**config.mk**
```make
export PLATFORM = sky130hd
export DESIGN_NAME = usb_tx
export DESIGN_NICKNAME = d
export VERILOG_FILES = /design/src/rtl/usb_pkg.sv /design/src/rtl/usb_crc16.sv /design/src/rtl/usb_tx.sv
export SDC_FILE = /design/constraint.sdc
export NUM_CORES = 1
export LEC_CHECK = 0
export ABC_AREA = 1
export BUFFER_PORTS_ARGS = -buffer_cell sky130_fd_sc_hd__buf_2
export CORE_ASPECT_RATIO = 0.75
export CORE_UTILIZATION = 60
export CTS_CLUSTER_SIZE = 20
export DETAILED_ROUTE_END_ITERATION = 12
export PLACE_DENSITY = 0.86
export SLEW_MARGIN = 15
export SYNTH_ARGS = -nofsm -noshare
export SYNTH_HDL_FRONTEND = slang
export SYNTH_SLANG_ARGS = --single-unit
export TNS_END_PERCENT = 1
```
**constraint.sdc**
```tcl
create_clock -name clk -period 2.06 [get_ports clk]
set_input_delay 0.103 -clock clk [delete_from_list [all_inputs] [get_ports clk]]
set_output_delay 0.103 -clock clk [all_outputs]
set_load 0.005 [all_outputs]
```
**src/rtl/usb_pkg.sv**
```systemverilog
// Shared constants and types for the USB full-speed transmitter.
// Request codes, PIDs, CRC16 parameters and the transmit state enum.
package usb_pkg;

    localparam logic [1:0] PKT_NONE  = 2'd0;
    localparam logic [1:0] PKT_DATA0 = 2'd1;
    localparam logic [1:0] PKT_ACK   = 2'd2;
    localparam logic [1:0] PKT_NAK   = 2'd3;

    localparam logic [7:0] SYNC_BYTE = 8'h80;
    localparam logic [7:0] PID_DATA0 = 8'hC3;
    localparam logic [7:0] PID_ACK   = 8'hD2;
    localparam logic [7:0] PID_NAK   = 8'h5A;

    // x^16+x^15+x^2+1 in bit-reflected form, since bits enter LSB first
    localparam logic [15:0] CRC16_POLY = 16'hA001;
    localparam logic [15:0] CRC16_INIT = 16'hFFFF;

    typedef enum logic [2:0] {
        ST_IDLE,
        ST_SYNC,
        ST_PID,
        ST_DATA,
        ST_CRC,
        ST_EOP_SE0,
        ST_EOP_J,
        ST_WAIT_CLR
    } tx_state_t;

    function automatic logic [7:0] pid_for(input logic [1:0] kind);
        unique case (kind)
            PKT_DATA0: return PID_DATA0;
            PKT_ACK:   return PID_ACK;
            default:   return PID_NAK;
        endcase
    endfunction

endpackage

```
**src/rtl/usb_crc16.sv**
```systemverilog
// Serial USB CRC16 over LSB-first data bits.
// The register holds the running remainder; the transmitter inverts it.
module usb_crc16
    import usb_pkg::*;
(
    input  logic        clk,
    input  logic        n_rst,
    input  logic        clear,
    input  logic        enable,
    input  logic        bit_in,
    output logic [15:0] crc
);

    always_ff @(posedge clk) begin
        if (!n_rst) begin
            crc <= CRC16_INIT;
        end else if (clear) begin
            crc <= CRC16_INIT;
        end else if (enable) begin
            crc <= (crc >> 1) ^ ((crc[0] ^ bit_in) ? CRC16_POLY : 16'h0000);
        end
    end

endmodule

```
**src/rtl/usb_tx.sv**
```systemverilog
// USB full-speed packet transmitter: SYNC, PID, DATA0 payload, CRC16,
// bit stuffing, NRZI and EOP onto a registered differential pair.
module usb_tx
    import usb_pkg::*;
#(
    parameter int CLKS_PER_BIT = 8,
    parameter int MAX_PAYLOAD  = 64
) (
    input  logic       clk,
    input  logic       n_rst,
    input  logic [1:0] tx_packet,
    input  logic [6:0] buffer_occupancy,
    input  logic [7:0] tx_packet_data,
    output logic       get_tx_packet_data,
    output logic       tx_transfer_active,
    output logic       tx_error,
    output logic       dp_out,
    output logic       dm_out
);

    localparam int TW = $clog2(CLKS_PER_BIT + 1);
    localparam logic [TW-1:0] LAST_CLK = TW'(CLKS_PER_BIT - 1);

    tx_state_t   state;
    logic [1:0]  pkt;
    logic [TW-1:0] clk_cnt;
    logic [3:0]  bit_cnt;
    logic [6:0]  byte_cnt;
    logic [7:0]  shift;
    logic [2:0]  ones;
    logic        stuff;
    logic        line;
    logic        reject;

    logic        tick;
    logic        too_long;
    logic        bit_state;
    logic        load_byte;
    logic        last_bit;
    logic        data_bit;
    logic        crc_clear;
    logic        crc_en;
    logic [15:0] crc;

    assign tick      = (clk_cnt == LAST_CLK);
    assign too_long  = {25'd0, buffer_occupancy} > 32'(MAX_PAYLOAD);
    assign bit_state = (state == ST_SYNC) || (state == ST_PID) ||
                       (state == ST_DATA) || (state == ST_CRC);
    assign load_byte = (state == ST_DATA) && (bit_cnt == 4'd0);
    assign last_bit  = (state == ST_CRC) ? (bit_cnt == 4'd15) : (bit_cnt == 4'd7);
    assign crc_clear = (state == ST_IDLE);
    assign crc_en    = tick && !stuff && (state == ST_DATA);

    // State and pointers always describe the next bit to put on the wire
    always_comb begin
        data_bit = shift[0];
        if (load_byte) begin
            data_bit = tx_packet_data[0];
        end else if (state == ST_CRC) begin
            data_bit = ~crc[bit_cnt];
        end
    end

    usb_crc16 u_crc (
        .clk    (clk),
        .n_rst  (n_rst),
        .clear  (crc_clear),
        .enable (crc_en),
        .bit_in (data_bit),
        .crc    (crc)
    );

    always_ff @(posedge clk) begin
        if (!n_rst) begin
            state              <= ST_IDLE;
            pkt                <= PKT_NONE;
            clk_cnt            <= '0;
            bit_cnt            <= '0;
            byte_cnt           <= '0;
            shift              <= '0;
            ones               <= '0;
            stuff              <= 1'b0;
            line               <= 1'b1;
            reject             <= 1'b0;
            dp_out             <= 1'b1;
            dm_out             <= 1'b0;
            tx_transfer_active <= 1'b0;
            tx_error           <= 1'b0;
            get_tx_packet_data <= 1'b0;
        end else begin
            get_tx_packet_data <= 1'b0;
            tx_error           <= reject;
            reject             <= 1'b0;
            unique case (state)
                ST_IDLE: begin
                    ones    <= '0;
                    stuff   <= 1'b0;
                    line    <= 1'b1;
                    bit_cnt <= '0;
                    clk_cnt <= LAST_CLK;
                    if (tx_packet != PKT_NONE) begin
                        if (tx_packet == PKT_DATA0 && too_long) begin
                            reject <= 1'b1;
                            state  <= ST_WAIT_CLR;
                        end else begin
                            pkt      <= tx_packet;
                            byte_cnt <= (tx_packet == PKT_DATA0) ? buffer_occupancy : '0;
                            shift    <= SYNC_BYTE;
                            state    <= ST_SYNC;
                        end
                    end
                end
                ST_WAIT_CLR: begin
                    if (tx_packet == PKT_NONE) state <= ST_IDLE;
                end
                default: begin
                    clk_cnt <= tick ? '0 : clk_cnt + TW'(1);
                    if (tick) begin
                        tx_transfer_active <= 1'b1;
                        if (stuff) begin
                            stuff  <= 1'b0;
                            line   <= ~line;
                            dp_out <= ~line;
                            dm_out <= line;
                        end else if (bit_state) begin
                            line   <= data_bit ? line : ~line;
                            dp_out <= data_bit ? line : ~line;
                            dm_out <= data_bit ? ~line : line;
                            if (!data_bit) begin
                                ones <= '0;
                            end else if (ones == 3'd5) begin
                                ones  <= '0;
                                stuff <= 1'b1;
                            end else begin
                                ones <= ones + 3'd1;
                            end
                            bit_cnt <= bit_cnt + 4'd1;
                            if (load_byte) begin
                                shift              <= {1'b0, tx_packet_data[7:1]};
                                get_tx_packet_data <= 1'b1;
                            end else begin
                                shift <= {1'b0, shift[7:1]};
                            end
                            if (last_bit) begin
                                bit_cnt <= '0;
                                unique case (state)
                                    ST_SYNC: begin
                                        shift <= pid_for(pkt);
                                        state <= ST_PID;
                                    end
                                    ST_PID: begin
                                        if (pkt != PKT_DATA0) state <= ST_EOP_SE0;
                                        else if (byte_cnt == 7'd0) state <= ST_CRC;
                                        else state <= ST_DATA;
                                    end
                                    ST_DATA: begin
                                        byte_cnt <= byte_cnt - 7'd1;
                                        if (byte_cnt == 7'd1) state <= ST_CRC;
                                    end
                                    default: state <= ST_EOP_SE0;
                                endcase
                            end
                        end else if (state == ST_EOP_SE0) begin
                            dp_out <= 1'b0;
                            dm_out <= 1'b0;
                            if (bit_cnt == 4'd1) begin
                                bit_cnt <= '0;
                                state   <= ST_EOP_J;
                            end else begin
                                bit_cnt <= bit_cnt + 4'd1;
                            end
                        end else if (bit_cnt == 4'd0) begin
                            dp_out  <= 1'b1;
                            dm_out  <= 1'b0;
                            line    <= 1'b1;
                            bit_cnt <= 4'd1;
                        end else begin
                            tx_transfer_active <= 1'b0;
                            bit_cnt            <= '0;
                            state              <= ST_WAIT_CLR;
                        end
                    end
                end
            endcase
        end
    end

endmodule

```
==> results.yml, run 1 <==
worst_setup_path:
  critical_path.cell_chain: "inv_2, nand2_2, inv_2, o21ai_2, o21ai_0, nand4_1, nand2_1, o21ai_1, nor2_1"
  timing.reg2reg.worst_path_depth: 9
  worstPathArrival_ps: 2160
  path_class: "reg -> reg"
  crit-reg2reg-capture: "state[0]"
  critPathMaxStageDelay_ps: 450
  timing.critical_path.to_type: "flop"
  ff2ff_setup_slack_ps: 90
  cp-start-kind: "flop"
  launch_point_of_the_worst_reg_to_reg_path: "state[2]"
  crit_path_frequent_cell: "inv_2"
  cpLargestDelayFamily: "simple AND/OR/NAND/NOR gates"
  critical-path-slowest-cell: "dfxtp_1"
  worstPathMaxFanout: 9
  timing.critical_path.required_ps: 2250
  path_buf_inv: 2
placed_design:
  place.port_buffers: 23
  routability_driven_placement_congestion_ratio: 0.992
  placedInstanceArea_mm2: 0.00325
  detailedPlacementHpwl_um: 5650
layout:
  nets: 513
  num-fill-cells: 425
  finish.instance_area_mm2: 0.00334
  n_antenna_cell: 0
  area.growth.synth_to_final_pct: 9.30
  mostFrequentLayoutCell: "nand2_1"
  layout.cells.most_common_list: "112 x nand2_1, 54 x inv_1, 53 x dfxtp_1, 46 x nand3_1, 40 x a21oi_1"
  drive_gt1_share_pct: 14.0
clock_network:
  cts_num_sinks: 55
  htree_levels: 2
  ctsResizeCount: 0
  number_of_buffers_created_by_cts: 5
  clkLatencyLatePin_ps: 310
  cts.reportedPaths.clkPinSlew_ps: 90
  postCtsSetupRepairBufs: 0
  tritoncts: "yes"
  bufs_on_longest_clock_path: 2
  clockRootBuffer: "clkbuf_8"
  cts.hold.buffers_added: 0
timing:
  final_slew_viol_count: 0
  finClkSkew_ps: 8.30
  timing.final.crit_period_ps: 1970
  worstMarginPinSlew_ps: 514
  report.final.hold_viol_count: 0
  setup_violations: 0
  finalCritPeriodShare_pct: 95.5
  fin_hold_ws_ps: 64.9
  timing.max_slew.rel_slack_pct: 65.7
  fmax_ghz: 0.508
  grt_setup_unrepaired: "yes"
yosys:
  yosys_most_used_dff: "dfxtp_1"
  avgSynthCellArea_um2: 6.67
  synthesis.nets: 486
  edff_count_synth: 0
  syn-cell-area_mm2: 0.00305
  async_flop_share_pct: 0
  synthesis.instances: 458
  postSynthRegisterBits: 55
  yosysWarningCount: 0
  post_synth_num_cell_types: 35
  synth_seq_area_share_pct: 36.1
power_and_ir_drop:
  power_density_mw_per_mm2: 1140
  power.ir.vdd_worst_mv: 0.581
  post-layout-total-power_uw: 3820
  leak_pwr_uw: 0.00152
route:
  wirelength_um: 7460
  detail-route-antenna-nets: 0
  via_per_inst: 5.72
  routedWlPerCell_um: 13.7
  dr.first_iter.drc_count: 486
  drt-pass1-iter-count: 9
  detail_route.drc_violations: 2
  via_count_of_the_routed_design: 3125
floorplan:
  ios: 24
  dieArea_mm2: 0.00538
  die_x_um: 84.4
  floorplan.rows: 22
  chipHeight_um: 63.8
  floorplan.initialDensity_pct: 62.3
  placeableCoreArea_mm2: 0.00490
hold_path:
  hold_start: "tx_packet[0]"
  hold_class: "in -> reg"
  holdPathEnd: "pkt[0]"
  hold-path-cell-count: 3
grt:
  grt_pass1_wl_um: 12600
  global_route.usage.total_pct: 29.3
  number_of_antenna_violations_at_the_first_check_in_global_routing: 0
  grt_max_degree: 27
  overflow: 0
  grt_pass1_vias: 2826
outcome:
  violated_checks: "DRC"
  run_status: "complete, but fails checks"
run:
  max-cap-violations: 0
-- worst max path at each step --
| stage | from | end | slack (ps) | cells after the start |
|---|---|---|---|---|
| 5_1_grt | bit_cnt[1] | state[1] | -50 | 11 |
| 3_5_place_dp | bit_cnt[1] | state[0] | 100 | 10 |
| 3_3_place_gp | bit_cnt[0] | state[0] | 180 | 10 |
| 6_report | state[2] | state[0] | 90 | 9 |
| 2_1_floorplan | bit_cnt[1] | u_crc.crc[13] | 310 | 13 |
| 4_1_cts | bit_cnt[0] | state[0] | 70 | 10 |
-- routing by layer --
| metal | up-vias | track usage (%) | wire length (um) |
|---|---|---|---|
| li1 | 1559 | - | - |
| met1 | 1413 | 43.1 | 3520 |
| met2 | 134 | 45.3 | 3130 |
| met3 | 19 | 4.52 | 693 |
| met4 | 0 | 6.99 | 125 |
| met5 | - | 0 | 0 |
-- kinds of logic after synthesis --
group                    count (synthesis)  share of synthesized area, %
AND/OR/NAND/NOR                        232                          34.1
flip-flops                              55                          36.1
adder cells (fa/ha/maj)                  9                          3.69
buffers and inverters                   71                          8.98
AO/OA/AOI/OAI                           87                          16.0
XOR/XNOR                                 4                          1.15
-- state kept, by name (all words and copies together), names as in the netlist, 2 cells and up --
signal     flops
bit_cnt        4
byte_cnt       7
clk_cnt        4
ones           3
pkt            2
shift          8
state          3
u_crc.crc     16
-- cell usage after synthesis, drive strengths merged, types with 3 or more instances --
library cell	number	area (um2)
a21oi	40	200
a31oi	4	25.0
buf	4	20.0
clkbuf	5	18.8
dfxtp	55	1100
ha	9	113
inv	60	228
nand2	120	475
nand3	48	250
nand4	3	18.8
nor2	43	195
nor3	11	55.1
o211ai	5	37.5
o21ai	31	163
or2	5	33.8
-- worst min-delay path, stage by stage --
cell and delay, ps:
buf_2 110, nand2_1 60, a21oi_1 60
-- power breakdown --
part	internal, uW	total [uW]	leakage (uW)	switching [uW]
combinational	624	1900	0.00103	1270
sequential	1200	1340	0.000448	141
clock	240	583	0.0000422	343
-- per-stage QoR --
step | TNS [ps] | util [%] | instances | setup slack [ps]
finish | 0 | 68.1 | 546 | 92.0
global route | -206 | 68.1 | 546 | -47.7
CTS | 0 | 68.0 | 546 | 72.6
detailed placement | 0 | 66.3 | 538 | 104
global placement | 0 | 66.3 | 538 | 180
floorplan | 0 | - | 458 | 306
-- area by class of cell --
type	count	area, um2	area share (%)
timing repair buffer	29	160	4.80
clock inverter	1	5.00	0.150
tap	60	75.1	2.25
clock buffer	7	76.3	2.29
inverter	62	235	7.05
sequential	55	1100	33.1
multi-input combinational	332	1680	50.4
(Power assumes the default switching activity.)
==> inputs of run 2 (changes only) <==
--- a/config.mk
+++ b/config.mk
@@ -8,10 +8,10 @@
 export ABC_AREA = 1
 export BUFFER_PORTS_ARGS = -buffer_cell sky130_fd_sc_hd__buf_2
 export CORE_ASPECT_RATIO = 0.75
-export CORE_UTILIZATION = 60
+export CORE_UTILIZATION = 55
 export CTS_CLUSTER_SIZE = 20
 export DETAILED_ROUTE_END_ITERATION = 12
-export PLACE_DENSITY = 0.86
+export PLACE_DENSITY = 0.8
 export SLEW_MARGIN = 15
 export SYNTH_ARGS = -nofsm -noshare
 export SYNTH_HDL_FRONTEND = slang
==> run 2 against run 1 <==
Effect of this change:
- the flow now finishes without violations
- clock power up 11%
- clock skew down 1.1 ps
- die area up 8.8%
- highest routed layer unchanged
- critical endpoint unchanged
- total power up 0.60%
- worst hold slack worse by 11 ps
- largest cell class unchanged
- combinational power down 3%
- critical path type unchanged
- largest power group unchanged
- flip-flop and latch count unchanged
- global-route usage down 2.5 points
- core utilization down 4.8 points
==> results.yml, run 2 (synthesis gave the netlist of run 1 again) <==
timing:
  setup_violations: 0
  worstMarginPinSlew_ps: 455
  timing.max_slew.rel_slack_pct: 69.5
  final_slew_viol_count: 0
  fmax_ghz: 0.507
  finalCritPeriodShare_pct: 95.8
  grt_setup_unrepaired: "yes"
  fin_tns_setup_ps: 0
  finClkSkew_ps: 7.22
  fin_hold_ws_ps: 53.6
  report.final.hold_viol_count: 0
  timing.final.crit_period_ps: 1970
worst_setup_path:
  worstPathMaxFanout: 9
  crit-reg2reg-capture: "state[0]"
  cp-start-kind: "flop"
  path_class: "reg -> reg"
  timing.critical_path.required_ps: 2260
  launch_point_of_the_worst_reg_to_reg_path: "state[2]"
  timing.reg2reg.worst_path_depth: 9
  worstPathArrival_ps: 2170
  timing.critical_path.to_type: "flop"
  ff2ff_setup_slack_ps: 90
layout:
  num-fill-cells: 496
  seqCellArea_mm2: 0.00110
  layout.cells.most_common_list: "112 x nand2_1, 55 x dfxtp_1, 53 x inv_1, 46 x nand3_1, 40 x a21oi_1"
  nets: 514
  mostFrequentLayoutCell: "nand2_1"
  n_antenna_cell: 0
  largest_register_ff_count: 16
  drive_gt1_share_pct: 14.6
  multiInputGateArea_mm2: 0.00169
  reg_top3: "u_crc.crc (16), shift (8), byte_cnt (7)"
  largest_register: "u_crc.crc"
  fin_util_pct: 63.3
  area.growth.synth_to_final_pct: 11.1
floorplan:
  dieArea_mm2: 0.00586
  floorplan.rows: 23
  ios: 24
  chipHeight_um: 66.5
  placeableCoreArea_mm2: 0.00535
  die_x_um: 88.0
  floorplan.initialDensity_pct: 57.0
power_and_ir_drop:
  power.ir.vdd_worst_mv: 0.545
  leak_pwr_uw: 0.00152
  power_density_mw_per_mm2: 1130
outcome:
  run_status: "complete, no violations"
route:
  detail-route-antenna-nets: 0
  wirelength_um: 7270
  drt-pass1-iter-count: 5
  detail_route.drc_violations: 0
  dr.first_iter.drc_count: 280
  routedWlPerCell_um: 12.9
  via_count_of_the_routed_design: 3060
  via_per_inst: 5.44
clock_network:
  postCtsSetupRepairBufs: 0
  htree_levels: 2
  cts_num_sinks: 55
  ctsResizeCount: 0
  cts.hold.buffers_added: 0
  cts.reportedPaths.clkPinSlew_ps: 100
  number_of_buffers_created_by_cts: 5
  tritoncts: "yes"
  bufs_on_longest_clock_path: 2
  clkLatencyLatePin_ps: 310
  clockRootBuffer: "clkbuf_8"
grt:
  overflow: 0
  grt_pass1_wl_um: 12200
  global_route.usage.total_pct: 26.8
  number_of_antenna_violations_at_the_first_check_in_global_routing: 0
  grt_pass1_vias: 2683
  grt_max_degree: 27
hold_path:
  hold_class: "in -> reg"
  hold_start: "tx_packet[1]"
  holdPathEnd: "pkt[1]"
  hold-path-cell-count: 3
run:
  max-cap-violations: 0
placed_design:
  routability_driven_placement_congestion_ratio: 0.947
  detailedPlacementHpwl_um: 5430
  place.port_buffers: 23
## run 2: cell types whose count changed in the layout (fill, tap and decap cells not counted), sizes merged
cell	change
clkinvlp	+3
clkinv	-2
buf	-1
clkbuf	+1
## run 2: worst max path at each step
stage,start,endpoint,slack (ps),depth (start not counted)
final,state[2],state[0],90,9
after global routing,bit_cnt[0],state[0],-80,10
after CTS,state[2],state[0],160,9
after detailed placement,state[2],state[0],190,9
after global placement,bit_cnt[1],u_crc.crc[13],210,12
after floorplan,bit_cnt[1],u_crc.crc[13],310,13
## run 2: power by group
part	switching, uW	total (uW)	internal (uW)
Sequential	145	1350	1200
Combinational	1230	1850	622
Clock	340	648	308
## run 2: stage by stage
step / instances / power, uW / instance area, um2 / setup WS (ps)
after global routing: 562 / 4190 / 3390 / -77.2
after global placement: 552 / 3130 / 3260 / 205
after floorplan: 458 / 2730 / 3050 / 306
final: 562 / 3840 / 3390 / 86.9
after CTS: 560 / 3800 / 3360 / 159
after detailed placement: 552 / 3160 / 3260 / 187
## run 2: area by class of cell
cell class	instances	area share [%]
flip-flops and latches	55	32.5
clock buffers	8	2.95
well taps	75	2.77
inverters	62	7.05
repair inverters	2	0.443
multi-input cells	332	49.8
repair buffers	28	4.50
## run 2: per-layer routing
| metal | vias up | track usage, % | routed length, um |
|---|---|---|---|
| met5 | - | 0 | 0 |
| met1 | 1369 | 39.4 | 3630 |
| met3 | 8 | 5.20 | 565 |
| met2 | 121 | 40.4 | 3020 |
| li1 | 1562 | - | - |
| met4 | 0 | 6.05 | 51 |
## run 2: critical path: stages, from the launching register on
cell and delay [ps]:
dfxtp_1 470, inv_2 110, nand2_2 200, inv_2 150
o21ai_2 330, o21ai_0 160, nand4_1 230, nand2_1 80
o21ai_0 80, nor2_1 50
